--- src/rtl/cu_sequencer.sv ---
`default_nettype none
// ============================================================================
//  Module   : cu_sequencer
//  Purpose  : Control-unit sequencer. Selects the fetch or execute control
//             word from the current state, stalls on memory wait, owns the
//             instruction and status registers, and latches a sticky halt.
//  Options  : CU_PERF_CNT_EN - adds the 16-bit instr_count output counting
//             committed instruction-register loads.
//  Revision : 1.0 - initial release
// ============================================================================
module cu_sequencer (
  input  logic        clock,
  input  logic        reset_n,
  input  logic [35:0] ifetch_cw,
  input  logic [2:0]  ifetch_ns,
  input  logic [35:0] exec_cw,
  input  logic [2:0]  exec_ns,
  input  logic [31:0] mem_data,
  input  logic        mem_ready,
  input  logic [3:0]  alu_status,
  output logic [35:0] cw_out,
  output logic [2:0]  state,
  output logic        halted,
  output logic        stall,
  output logic        pc_en,
  output logic [31:0] ir_out,
  output logic [10:0] opcode,
  output logic [3:0]  status
`ifdef CU_PERF_CNT_EN
  ,
  output logic [15:0] instr_count
`endif
);

  localparam logic [2:0] FETCH = 3'b000;
  localparam logic [2:0] HALT  = 3'b111;

  // Control-word bit positions used by the sequencer itself.
  localparam int BIT_W_REG       = 13;
  localparam int BIT_MEM_CS      = 11;
  localparam int BIT_IR_LOAD     = 8;
  localparam int BIT_STATUS_LOAD = 7;

  // Reserved bits [35:34] are never driven onto the datapath.
  localparam logic [35:0] RSV_CLR_MASK = 36'h3_FFFF_FFFF;
  // Register-writing strobes suppressed while waiting on memory.
  localparam logic [35:0] STALL_CLR_MASK = ~((36'd1 << BIT_W_REG) |
                                             (36'd1 << BIT_IR_LOAD) |
                                             (36'd1 << BIT_STATUS_LOAD));

  logic [35:0] sel_cw;
  logic [2:0]  sel_ns;
  logic [35:0] gate_mask;
  logic        advance;
  logic        ir_commit;
  logic        status_commit;

  // Word/next-state selection, stall detection and output gating.
  always_comb begin
    sel_cw    = exec_cw;
    sel_ns    = exec_ns;
    if (state == FETCH) begin
      sel_cw = ifetch_cw;
      sel_ns = ifetch_ns;
    end
    stall     = sel_cw[BIT_MEM_CS] & ~mem_ready & ~halted;
    gate_mask = RSV_CLR_MASK;
    if (stall) begin
      gate_mask = gate_mask & STALL_CLR_MASK;
    end
    if (halted) begin
      gate_mask = '0;
    end
    cw_out        = sel_cw & gate_mask;
    pc_en         = ~stall & ~halted;
    advance       = ~stall & ~halted;
    // Strobes are taken from the gated word so stall/halt suppress them.
    ir_commit     = cw_out[BIT_IR_LOAD];
    status_commit = cw_out[BIT_STATUS_LOAD];
  end

  assign opcode = ir_out[31:21];

  // State register and sticky halt; holds while stalled or halted.
  always_ff @(posedge clock or negedge reset_n) begin
    if (!reset_n) begin
      state  <= FETCH;
      halted <= 1'b0;
    end else if (advance) begin
      state <= sel_ns;
      if (sel_ns == HALT) begin
        halted <= 1'b1;
      end
    end
  end

  // Instruction register captures the memory bus on a committed IR load.
  always_ff @(posedge clock or negedge reset_n) begin
    if (!reset_n) begin
      ir_out <= '0;
    end else if (ir_commit) begin
      ir_out <= mem_data;
    end
  end

  // Status register captures ALU flags on a committed status load.
  always_ff @(posedge clock or negedge reset_n) begin
    if (!reset_n) begin
      status <= '0;
    end else if (status_commit) begin
      status <= alu_status;
    end
  end

`ifdef CU_PERF_CNT_EN
  // Committed instruction counter, wraps naturally at 16 bits.
  always_ff @(posedge clock or negedge reset_n) begin
    if (!reset_n) begin
      instr_count <= '0;
    end else if (ir_commit) begin
      instr_count <= instr_count + 16'd1;
    end
  end
`endif

endmodule
`default_nettype wire

--- config.mk ---
export PLATFORM = sky130hd
export DESIGN_NAME = cu_sequencer
export DESIGN_NICKNAME = d
export VERILOG_FILES = /design/src/rtl/cu_sequencer.sv
export SDC_FILE = /design/constraint.sdc
export NUM_CORES = 1
export LEC_CHECK = 0
export CAP_MARGIN = 20
export CORE_UTILIZATION = 31
export DETAILED_ROUTE_END_ITERATION = 12
export PLACE_DENSITY = 0.89
export SLEW_MARGIN = 20
export SYNTH_ARGS = -nofsm -noshare
export SYNTH_HDL_FRONTEND = slang
export SYNTH_SLANG_ARGS = --single-unit
--- constraint.sdc ---
create_clock -name clock -period 2.5 [get_ports clock]
set_input_delay 0.5 -clock clock [delete_from_list [all_inputs] [get_ports clock]]
set_output_delay 0.5 -clock clock [all_outputs]
set_load 0.1 [all_outputs]
After elaboration in Yosys (flattened, before gate mapping). Cells that the tools add are included.

Register bits: 40.

Muxes and demuxes: 4. Eq/ne operators: 1. Reductions and logical operators: 2. Bitwise gates (word level): 7.

Operators by type and width (number): AND 36 bit (1); two-way mux 36 bit (1); two-way mux 34 bit (1); two-way mux 14 bit (1); AND 1 bit (3); == test 3 bit, second input constant (1); logical NOT 3 bit (1); two-way mux 3 bit (1); NOT 1 bit (3); AND reduction 2 bit (1).

Logic depth before layout (Yosys ltp). Gate-level depths: netlist of run 1.

Depth after elaboration: 7. Depth in mapped cells: 5. Depth with buffers taken out: 4.

Least setup slack after synthesis of run 1. OpenSTA, ideal clock, no wires.

Path kind: flip-flop to output port. Start: reg state[1]. End: out stall. Required time: 2.000 ns. Path slack: -1.676 ns. Arrival time: 3.676 ns. Cell stages (with the launch flop): 4. Path buffers: 0. Path through: dfrtp_1 or4b_4 and2_1 nor3_1.

Longest elaborated chain between the ends: 4.

Ends and longest elaborated chain: start, declared (line 22) `output logic [2:0] state,`; start signal, assigned (line 90) `state <= sel_ns;`; logical NOT 3 bit (line 62) `if (state == FETCH) begin`; two-way mux 36 bit (line 62); AND 1 bit (2 in a row) (line 66) `stall = sel_cw[BIT_MEM_CS] & ~mem_ready & ~halted;`; end, declared (line 24) `output logic stall,`.

Every way passes these cells.

Final worst setup path of run 1.
Start: reg state[1]. End: out cw_out[7].

Longest elaborated chain between the ends: 7.

Ends and longest elaborated chain: logical NOT 3 bit * (line 62); two-way mux 36 bit * (line 62); AND 1 bit (2 in a row) (line 66); two-way mux 14 bit (line 68) `if (stall) begin`; two-way mux 34 bit (line 71) `if (halted) begin`; AND 36 bit * (line 74) `cw_out = sel_cw & gate_mask;`; end, declared (line 21) `output logic [35:0] cw_out,`.

Mark *: on every way between the ends. The rest lies on a longest branch, timed or not.

==> impl_metrics.toml, run 1 <==
[run_status]
status = "finished, violations left"
violations = "setup timing"

[final_layout]
fin_cells = 524
layout.nets = 544
post-route-util = 0.757
syn2layout_area_growth_pct = 137
layout-drive-gt1-share = 0.477
antenna_cells = 0

[detailed_routing]
drt_pass1_iterations = 4
drc = 0
drtIter0Drc = 48
drt_wl_total_mm = 8.16
wl_per_cell_um = 15.6
postRouteAntennaNets = 0
via_count = 2397
drt-vias-per-instance = 4.57

[global_route]
grt_max_degree = 41
grt_pass1_wl_mm = 12.1
antenna_found_initial = 0
grt.total_usage = 0.212
grt_pass1_vias = 2412
grt_overflow = 0

[timing]
fin_crit_sh = 1.01
skew_ns = 0.00588
slew_viol_final = 0
timing.final.crit_period_ns = 2.52
rsz0062_at_grt = "true"
fin_ws_ns = -0.0173
fmax_ghz = 0.397
relSlewSlack = 0.424
finalSetupViolations = 2
worst_pin_slew_ns = 0.864
hold_violations = 0

[pwr]
p_leak_uw = 0.00223
seq_power_share = 0.374
powerDensity_nw_per_um2 = 359
ir_drop_v = 0.000473
switchingPower_uw = 619
pwr-share-clk = 0.303
internal-power_uw = 1230
swShare = 0.335
p_comb_frac = 0.323

[cts]
cts.sinks = 40
cts_buffers = 5
path_clk_slew_ns = 0.08
cts_hold_buf = 0
clk_path_buf_depth = 2
cts_max_level = 2
insertion_delay_ns = 0.29
cts_root_buf = "clkbuf_8"
cts_tree = "yes"

[critical_path]
crit_fanout = 5
r2r_start = "state[1]$_DFFE_PN0P_"
cp-end-kind = "output port"
cp_data_required_time_ns = 2.00
critical_path_arrival_ns = 2.02
r2r_setup_slack_ns = 0.32
cp_slowest_stage_delay_ns = 0.50
r2r_cells = 6
crit_path_top_delay_cell = "dfrtp_4"
path_buf_inv = 4
cp-start-kind = "register"
worst_path_most_repeated_cell = "buf_12"
crit_family = "buffers and inverters"
critPathKind = "register to output port"
reg2reg_to = "ir_out[5]$_DFFE_PN0P_"
cp_cell_sequence = "buf_4 > nor3_4 > buf_12 > nand2_2 > a211o_4 > clkinvlp_4 > buf_12"

[yosys]
ys_types = 21
syn_inst = 224
syn_avg_cell_area_um2 = 9.70
yosysWarnings = 0
synth_area_um2 = 2170
synth-seq-cells = 40
seq_area_frac_synth = 0.461

[placement]
gp_congestion = 0.707
placedCellCount = 506
hpwl_mm = 6.29
numPortBuffers = 199

[floorplanning]
start_util = 0.320
die_w_um = 85.7
coreArea_um2 = 6790
io_pins = 206
die_area_um2 = 7350
fp-row-count = 30
die_h_um = 85.7

[run]
cap_violations = 0

[worst_hold_path]
hold_class = "input port to asynchronous set/reset pin"
cells in the mapped netlist (all sizes together):
library cell,instances,share of area
a211o,1,0.0040
mux2i,4,0.018
and2,1,0.0029
conb,1,0.0017
or3,1,0.0029
mux2,36,0.19
dfrtp,40,0.46
a21oi,32,0.079
o31ai,1,0.0035
o41ai,1,0.0040
or4b,1,0.0063
nor3,3,0.017
inv,3,0.0052
o21ai,7,0.016
clkbuf,11,0.019
nand2,64,0.11
buf,16,0.060
nor2,1,0.0017
cells by family (layout without fill, tap and decap cells):
logic type             count (synthesis)  in the layout  share of synthesized area
and+or+nand+nor                       71             71                      0.142
AOI/OAI and AO/OA                     42             42                      0.107
muxes                                 40             40                      0.205
DFF                                   40             40                      0.461
buffers and inverters                 30            233                     0.0846
other                                  1              2                    0.00173
metal layers:
layer,global-route usage,wire (µm),vias up,share of wire
li1,-,-,1147,-
met1,0.235,2980,1111,0.37
met2,0.393,4390,132,0.54
met3,0.0616,715,7,0.088
met4,0.0591,72,0,0.0088
met5,0,0,-,0
stage by stage:
step	power (µW)	setup slack [ns]	setup TNS (ns)	hold slack (ns)	area, µm²
3_5_place_dp	1300	-0.121	-0.337	0.497	4850
4_1_cts	1860	-0.0281	-0.0407	0.340	5020
3_3_place_gp	1290	-0.0953	-0.249	0.489	4850
5_1_grt	1910	-0.102	-1.42	0.387	5140
6_report	1850	-0.0173	-0.0300	0.314	5140
2_1_floorplan	1050	-0.184	-0.311	0.204	2580
registers in the layout (all words and copies together) (netlist names):
signal	cells
status	4
state	3
ir_out	32
halted	1
area by class of cell:
cell class / count / area [µm²]
inverters: 3 / 17.5
multi-input cells: 155 / 1390
clock inverters: 2 / 38.8
fillers: 412 / 1650
clock buffers: 6 / 82.6
well taps: 96 / 120
flip-flops and latches: 40 / 1020
repair buffers: 222 / 2470
power by group through the flow:
stage	registers, µW	logic (µW)	clock network [µW]
after floorplan	895	158	0
after global placement	701	590	0
after detailed placement	702	597	0
after CTS	690	599	572
after global routing	693	618	601
final	690	596	560
repair_timing:
action	in CTS	in global routing
setup buffers	4	4
endpoints found under the setup margin	5	34
resized for setup	4	8
cloned	0	2
pin swaps	2	6
layout by cell type, fill, tap and decap left out, drive strengths merged, types with 2 or more instances in the layout:
master	count
dfrtp	40
nand2	64
mux2	36
inv	2
mux2i	4
clkdlybuf4s50	110
nor3	3
o21ai	7
conb	2
buf	109
clkbuf	8
a21oi	32
how the worst max path moves through the flow:
stage	start	to	slack, ns	cells past startpoint
2_1_floorplan	state[0]$_DFFE_PN0P_	stall	-0.18	3
3_3_place_gp	ifetch_cw[11]	cw_out[13]	-0.1	7
3_5_place_dp	ifetch_cw[11]	cw_out[13]	-0.12	7
4_1_cts	state[1]$_DFFE_PN0P_	cw_out[13]	-0.03	6
5_1_grt	state[1]$_DFFE_PN0P_	cw_out[7]	-0.10	7
6_report	state[1]$_DFFE_PN0P_	cw_out[7]	-0.02	7
worst register-to-register path: stages, from the launching register on:
cell,delay (ns)
dfrtp_4,0.50
buf_4,0.15
o31ai_4,0.31
a21oi_4,0.12
nor3_4,0.28
buf_4,0.33
mux2_2,0.38
(Power assumes the default switching activity.)
==> inputs of run 2 (changes only) <==
--- a/config.mk
+++ b/config.mk
@@ -13,3 +13,4 @@
 export SYNTH_ARGS = -nofsm -noshare
 export SYNTH_HDL_FRONTEND = slang
 export SYNTH_SLANG_ARGS = --single-unit
+export TNS_END_PERCENT = 1
==> run 2 against run 1 <==
  * Clock skew grew 0.0015 ns
  * Global-route usage increased by 0.25 points
  * Fmax about the same
  * Total power decreased by 6.2%
  * Sequential cell count unchanged
  * Die area stayed put
  * The run still ends with setup timing left
  * Non-clock buffer count shrank 9
  * Final area shrank 3.4%
  * Critical path type unchanged
  * Via count up 0.17%
  * Combinational power about the same
  * Sequential share of layout area is 0.64 points higher
  * Setup slack about the same
==> impl_metrics.toml, run 2 (same netlist as run 1, synthesis figures left out) <==
[cts]
cts_max_level = 2
cts_tree = "yes"
insertion_delay_ns = 0.28
cts_hold_buf = 0
path_clk_slew_ns = 0.08
cts_root_buf = "clkbuf_8"
clk_path_buf_depth = 2
cts.sinks = 40
cts_buffers = 5

[floorplanning]
die_area_um2 = 7350
coreArea_um2 = 6790
io_pins = 206
die_w_um = 85.7
start_util = 0.320
fp-row-count = 30
die_h_um = 85.7

[placement]
gp_congestion = 0.764
dp_slack_ns = -0.177
placedCellCount = 506
hpwl_mm = 6.67
numPortBuffers = 199

[critical_path]
cp-end-kind = "output port"
crit_family = "simple AND/OR/NAND/NOR gates"
critical_path_arrival_ns = 2.02
path_buf_inv = 2
cp_slowest_stage_delay_ns = 0.57
crit_fanout = 5
cp-start-kind = "register"
cp_data_required_time_ns = 2.00
cp_cell_sequence = "or4b_4 > and2_4 > o21ai_4 > buf_6 > a21oi_4 > buf_12"
critPathKind = "register to output port"
crit_path_top_delay_cell = "or4b_4"

[timing]
fin_ws_ns = -0.0172
timing.final.crit_period_ns = 2.52
slew_viol_final = 0
hold_violations = 0
fin_crit_sh = 1.01
fmax_ghz = 0.397
finalSetupViolations = 2
worst_pin_slew_ns = 0.599
rsz0062_at_grt = "true"
relSlewSlack = 0.601
skew_ns = 0.00738

[pwr]
powerDensity_nw_per_um2 = 349
ir_drop_v = 0.000435
p_leak_uw = 0.00215
swShare = 0.350
seq_power_share = 0.399
internal-power_uw = 1130
switchingPower_uw = 606
pwr-share-clk = 0.256
p_comb_frac = 0.345
p_total_uw = 1730

[final_layout]
syn2layout_area_growth_pct = 129
biggestRegsByFlops = "ir_out (32), status (4), state (3)"
antenna_cells = 0
layout-drive-gt1-share = 0.453
largest-register = "ir_out"
mostFrequentLayoutCells = "110 x clkdlybuf4s50_1, 64 x nand2_1, 61 x buf_4"
largest_reg_flops = 32
layout_commonest_cell = "clkdlybuf4s50_1"
fin_cells = 515
layout.nets = 535

[run]
cap_violations = 0

[detailed_routing]
drc = 0
drt_pass1_iterations = 4
wl_per_cell_um = 15.6
via_count = 2401
postRouteAntennaNets = 0
drtIter0Drc = 30
drt_wl_total_mm = 8.04
drt-vias-per-instance = 4.66

[worst_hold_path]
hold_class = "input port to asynchronous set/reset pin"

[global_route]
grt_max_degree = 32
antenna_found_initial = 0
grt.total_usage = 0.214
grt_pass1_wl_mm = 12.3
grt_pass1_vias = 2599
grt_overflow = 0

[run_status]
status = "finished, violations left"
violations = "setup timing"
==> run 2: worst paths after layout <==
| check | depth (start not counted) | slack, ns | to | start |
|---|---|---|---|---|
| min in group clock | 1 | 0.51 | ir_out[4]$_DFFE_PN0P_ | ir_out[4]$_DFFE_PN0P_ |
| worst max register to register | 5 | 0.37 | ir_out[16]$_DFFE_PN0P_ | state[1]$_DFFE_PN0P_ |
| worst min-delay path | 1 | 0.22 | ir_out[1]$_DFFE_PN0P_ | reset_n |
| worst min register to register | 1 | 0.51 | ir_out[4]$_DFFE_PN0P_ | ir_out[4]$_DFFE_PN0P_ |
| max in group asynchronous | 2 | 1.66 | ir_out[6]$_DFFE_PN0P_ | reset_n |
| worst max-delay path | 6 | -0.02 | cw_out[13] | state[1]$_DFFE_PN0P_ |
==> run 2: repair_timing <==
action | in CTS | in global routing
pin swaps | 2 | 1
endpoints found under the setup margin | 28 | 27
setup buffers | 1 | 0
hold endpoints to repair | 0 | 0
resized for setup | 8 | 2
==> run 2: routing by layer <==
layer | up-vias | GRT usage | wire length (µm)
met3 | 14 | 0.0664 | 674
li1 | 1124 | - | -
met2 | 132 | 0.401 | 4340
met1 | 1131 | 0.227 | 2840
met4 | 0 | 0.0727 | 181
met5 | - | 0 | 0
==> run 2: worst register-to-register path: stages (launching register included) <==
cell     delay [ns]
dfrtp_4        0.51
nor3_4         0.40
mux2i_1        0.19
nor3_4         0.24
buf_4          0.30
mux2_2         0.38
==> run 2: power groups by stage <==
stage          logic, µW  registers (µW)  clock network [µW]
2_1_floorplan        157             895                   0
3_3_place_gp         590             701                   0
3_5_place_dp         600             703                   0
4_1_cts              602             691                 456
5_1_grt              620             694                 485
6_report             598             691                 444
==> run 2: metrics by stage <==
step,hold slack (ns),utilization,area [µm²],TNS (ns)
finish,0.218,0.731,4970,-0.0322
global route,0.247,0.731,4970,-0.204
global placement,0.491,0.711,4830,-0.587
floorplan,0.204,-,2550,-2.86
detailed placement,0.500,0.711,4830,-0.526
CTS,0.224,0.730,4960,-0.0902
==> run 2: layout make-up <==
cell class              count  area [µm²]
clock buffers               7        86.3
well taps                  96         120
inverters                   3        13.8
fillers                   459        1830
clock inverters             1        7.51
flip-flops and latches     40        1010
repair buffers            213        2360
multi-input cells         155        1370
==> patch (config.mk and constraints of run 1) <==
Register the output `status` once more, with the module's reset; this adds one clock of latency there. The other outputs are not delayed to match.
--- a/src/rtl/cu_sequencer.sv
+++ b/src/rtl/cu_sequencer.sv
@@ -48,4 +48,6 @@
                                              (36'd1 << BIT_IR_LOAD) |
                                              (36'd1 << BIT_STATUS_LOAD));
+
+  logic [3:0] status_s0;
 
   logic [35:0] sel_cw;
@@ -107,7 +109,7 @@
   always_ff @(posedge clock or negedge reset_n) begin
     if (!reset_n) begin
-      status <= '0;
+      status_s0 <= '0;
     end else if (status_commit) begin
-      status <= alu_status;
+      status_s0 <= alu_status;
     end
   end
@@ -124,4 +126,12 @@
 `endif
 
+  always_ff @(posedge clock or negedge reset_n) begin
+    if (!reset_n) begin
+      status <= '0;
+    end else begin
+      status <= status_s0;
+    end
+  end
+
 endmodule
 `default_nettype wire
Function: changed (a bounded check fails within 4 cycles, from zero or initial values and one cycle with reset_n low).
==> patch against run 1 <==
  * The flow still finishes with violations (negative setup slack)
  * Total power decreased by 1.9%
  * Synthesized area up 4.6%
  * Sequential power increased by 9.4%
  * Sequential cell count increased by 4
  * Wire length up 13%
  * Setup slack got worse by 47 ps
  * Combinational power is 1% higher
  * Non-clock buffer count grew 3
  * Design area rose by 1.8%
  * Critical path type unchanged
  * Critical endpoint is now cw_out[2]
  * Largest power group unchanged
  * Highest routed layer unchanged
==> patch: results (changes against run 1) <==
Dpl hpwl = 7.35 mm (was 6.29 mm)
Max rail drop VDD = 0.000484 V (was 0.000473 V)
Drt pass-1 iters = 3 (was 4)
Setup TNS Final = -293 ps (was -30.0 ps)
Nets = 551 (was 544)
Met3 usage = 6.03% (was 6.16%)
Worst Skew = 7.87 ps (was 5.88 ps)
Area after DPL = 4970 µm² (was 4850 µm²)
TritonCTS Buffers = 5 (unchanged)
First-pass GRT wire length = 12.8 mm (was 12.1 mm)
Via-to-Cell Ratio = 4.68 (was 4.57)
Comb power frac = 33.4% (was 32.3%)
Total GRT Usage = 21.7% (was 21.2%)
Share of cells above drive strength 1 = 47.6% (was 47.7%)
Met2 Track Usage GR = 44.4% (was 39.3%)
Result of the run = complete, but fails checks (unchanged)
Worst Path Max Fanout = 11 (was 5)
Seq pwr share = 41.7% (was 37.4%)
Pin count of the biggest net entering global routing = 45 (was 41)
Unique cell type count in the Yosys netlist = 21 (unchanged)
Placed cells = 512 (was 506)
WL final = 9.26 mm (was 8.16 mm)
Routed len/inst = 17.4 µm (was 15.6 µm)
Lkg Pwr = 2.27 nW (was 2.23 nW)
Slew headroom = 63.4% (was 42.4%)
Sequential element share of the synthesized area = 48.4% (was 46.1%)
CP Data Arrival Time = 2060 ps (was 2020 ps)
Pre-CTS setup slack = -159 ps (was -121 ps)
Syn Inst Count = 228 (was 224)
Final GP Congestion = 0.757 (was 0.707)
Setup ws final = -64.3 ps (was -17.3 ps)
Iter 0 DRT Violations = 62 (was 48)
Failing checks = negative setup slack (unchanged)
Switching share of power = 34.2% (was 33.5%)
Synth cell count leaders = 64 x nand2_1, 44 x dfrtp_1, 36 x mux2_2 (was 64 x nand2_1, 40 x dfrtp_1, 36 x mux2_2)
Synth area leaders = dfrtp_1 48%, mux2_2 18%, nand2_1 11% (was dfrtp_1 46%, mux2_2 19%, nand2_1 11%)
Final setup violation count = 11 (was 2)
Comb pwr = 0.604 mW (was 0.596 mW)
Number of global-route vias before repair = 2618 (was 2412)
Post-DRT Antenna Nets = 0 (unchanged)
Biggest regs = ir_out (32), status (4), status_s0 (4) (was ir_out (32), status (4), state (3))
[patch: cell types whose count changed after synthesis, sizes merged]
cell / run 1 / this run
dfrtp: 40 / 44
[patch: final timing paths]
check / startpoint / to / depth (start not counted) / slack (ps)
setup / recovery: state[1] / cw_out[2] / 7 / -60
hold / removal: reset_n / ir_out[0] / 1 / 200
setup reg to reg: state[2] / ir_out[26] / 7 / 110
hold reg to reg: status_s0[3] / status[3] / 0 / 370
max in group asynchronous: reset_n / state[2] / 1 / 1880
min in group clock: status_s0[3] / status[3] / 0 / 370
[patch: cell type report]
| cell class | count | area, µm² |
|---|---|---|
| flip-flops and latches | 44 | 1120 |
| well taps | 96 | 120 |
| multi-input cells | 155 | 1400 |
| inverters | 3 | 17.5 |
| clock buffers | 7 | 86.3 |
| repair buffers | 225 | 2480 |
| clock inverters | 1 | 7.51 |
| fillers | 447 | 1710 |
| diodes | 1 | 2.50 |
[patch: logic make-up after synthesis]
group	after synthesis	share of synthesized area, %
mux	40	19.6
compound gates	42	10.2
simple gates	71	13.5
other cells	1	0.165
flops	44	48.4
buf+inv	30	8.09
[patch: critical path, cell delays in order, from the launching register on]
cell and delay, ps:
dfrtp_4 520, buf_4 160, nor3_4 280, buf_4 190
clkbuf_16 160, nand2_1 100, a21oi_4 170, buf_12 190
[patch: routing by layer]
| metal | wire length (µm) | share of wire (%) |
|---|---|---|
| met1 | 3030 | 33 |
| met5 | 0 | 0 |
| met3 | 641 | 6.9 |
| met2 | 5300 | 57 |
| met4 | 289 | 3.1 |
[patch: repair_timing]
| item | in CTS | in global routing |
|---|---|---|
| pin swaps | 2 | 8 |
| gates cloned | 0 | 2 |
| resized for setup | 6 | 7 |
| endpoints found under the setup margin | 6 | 8 |
| buffers inserted | 3 | 6 |
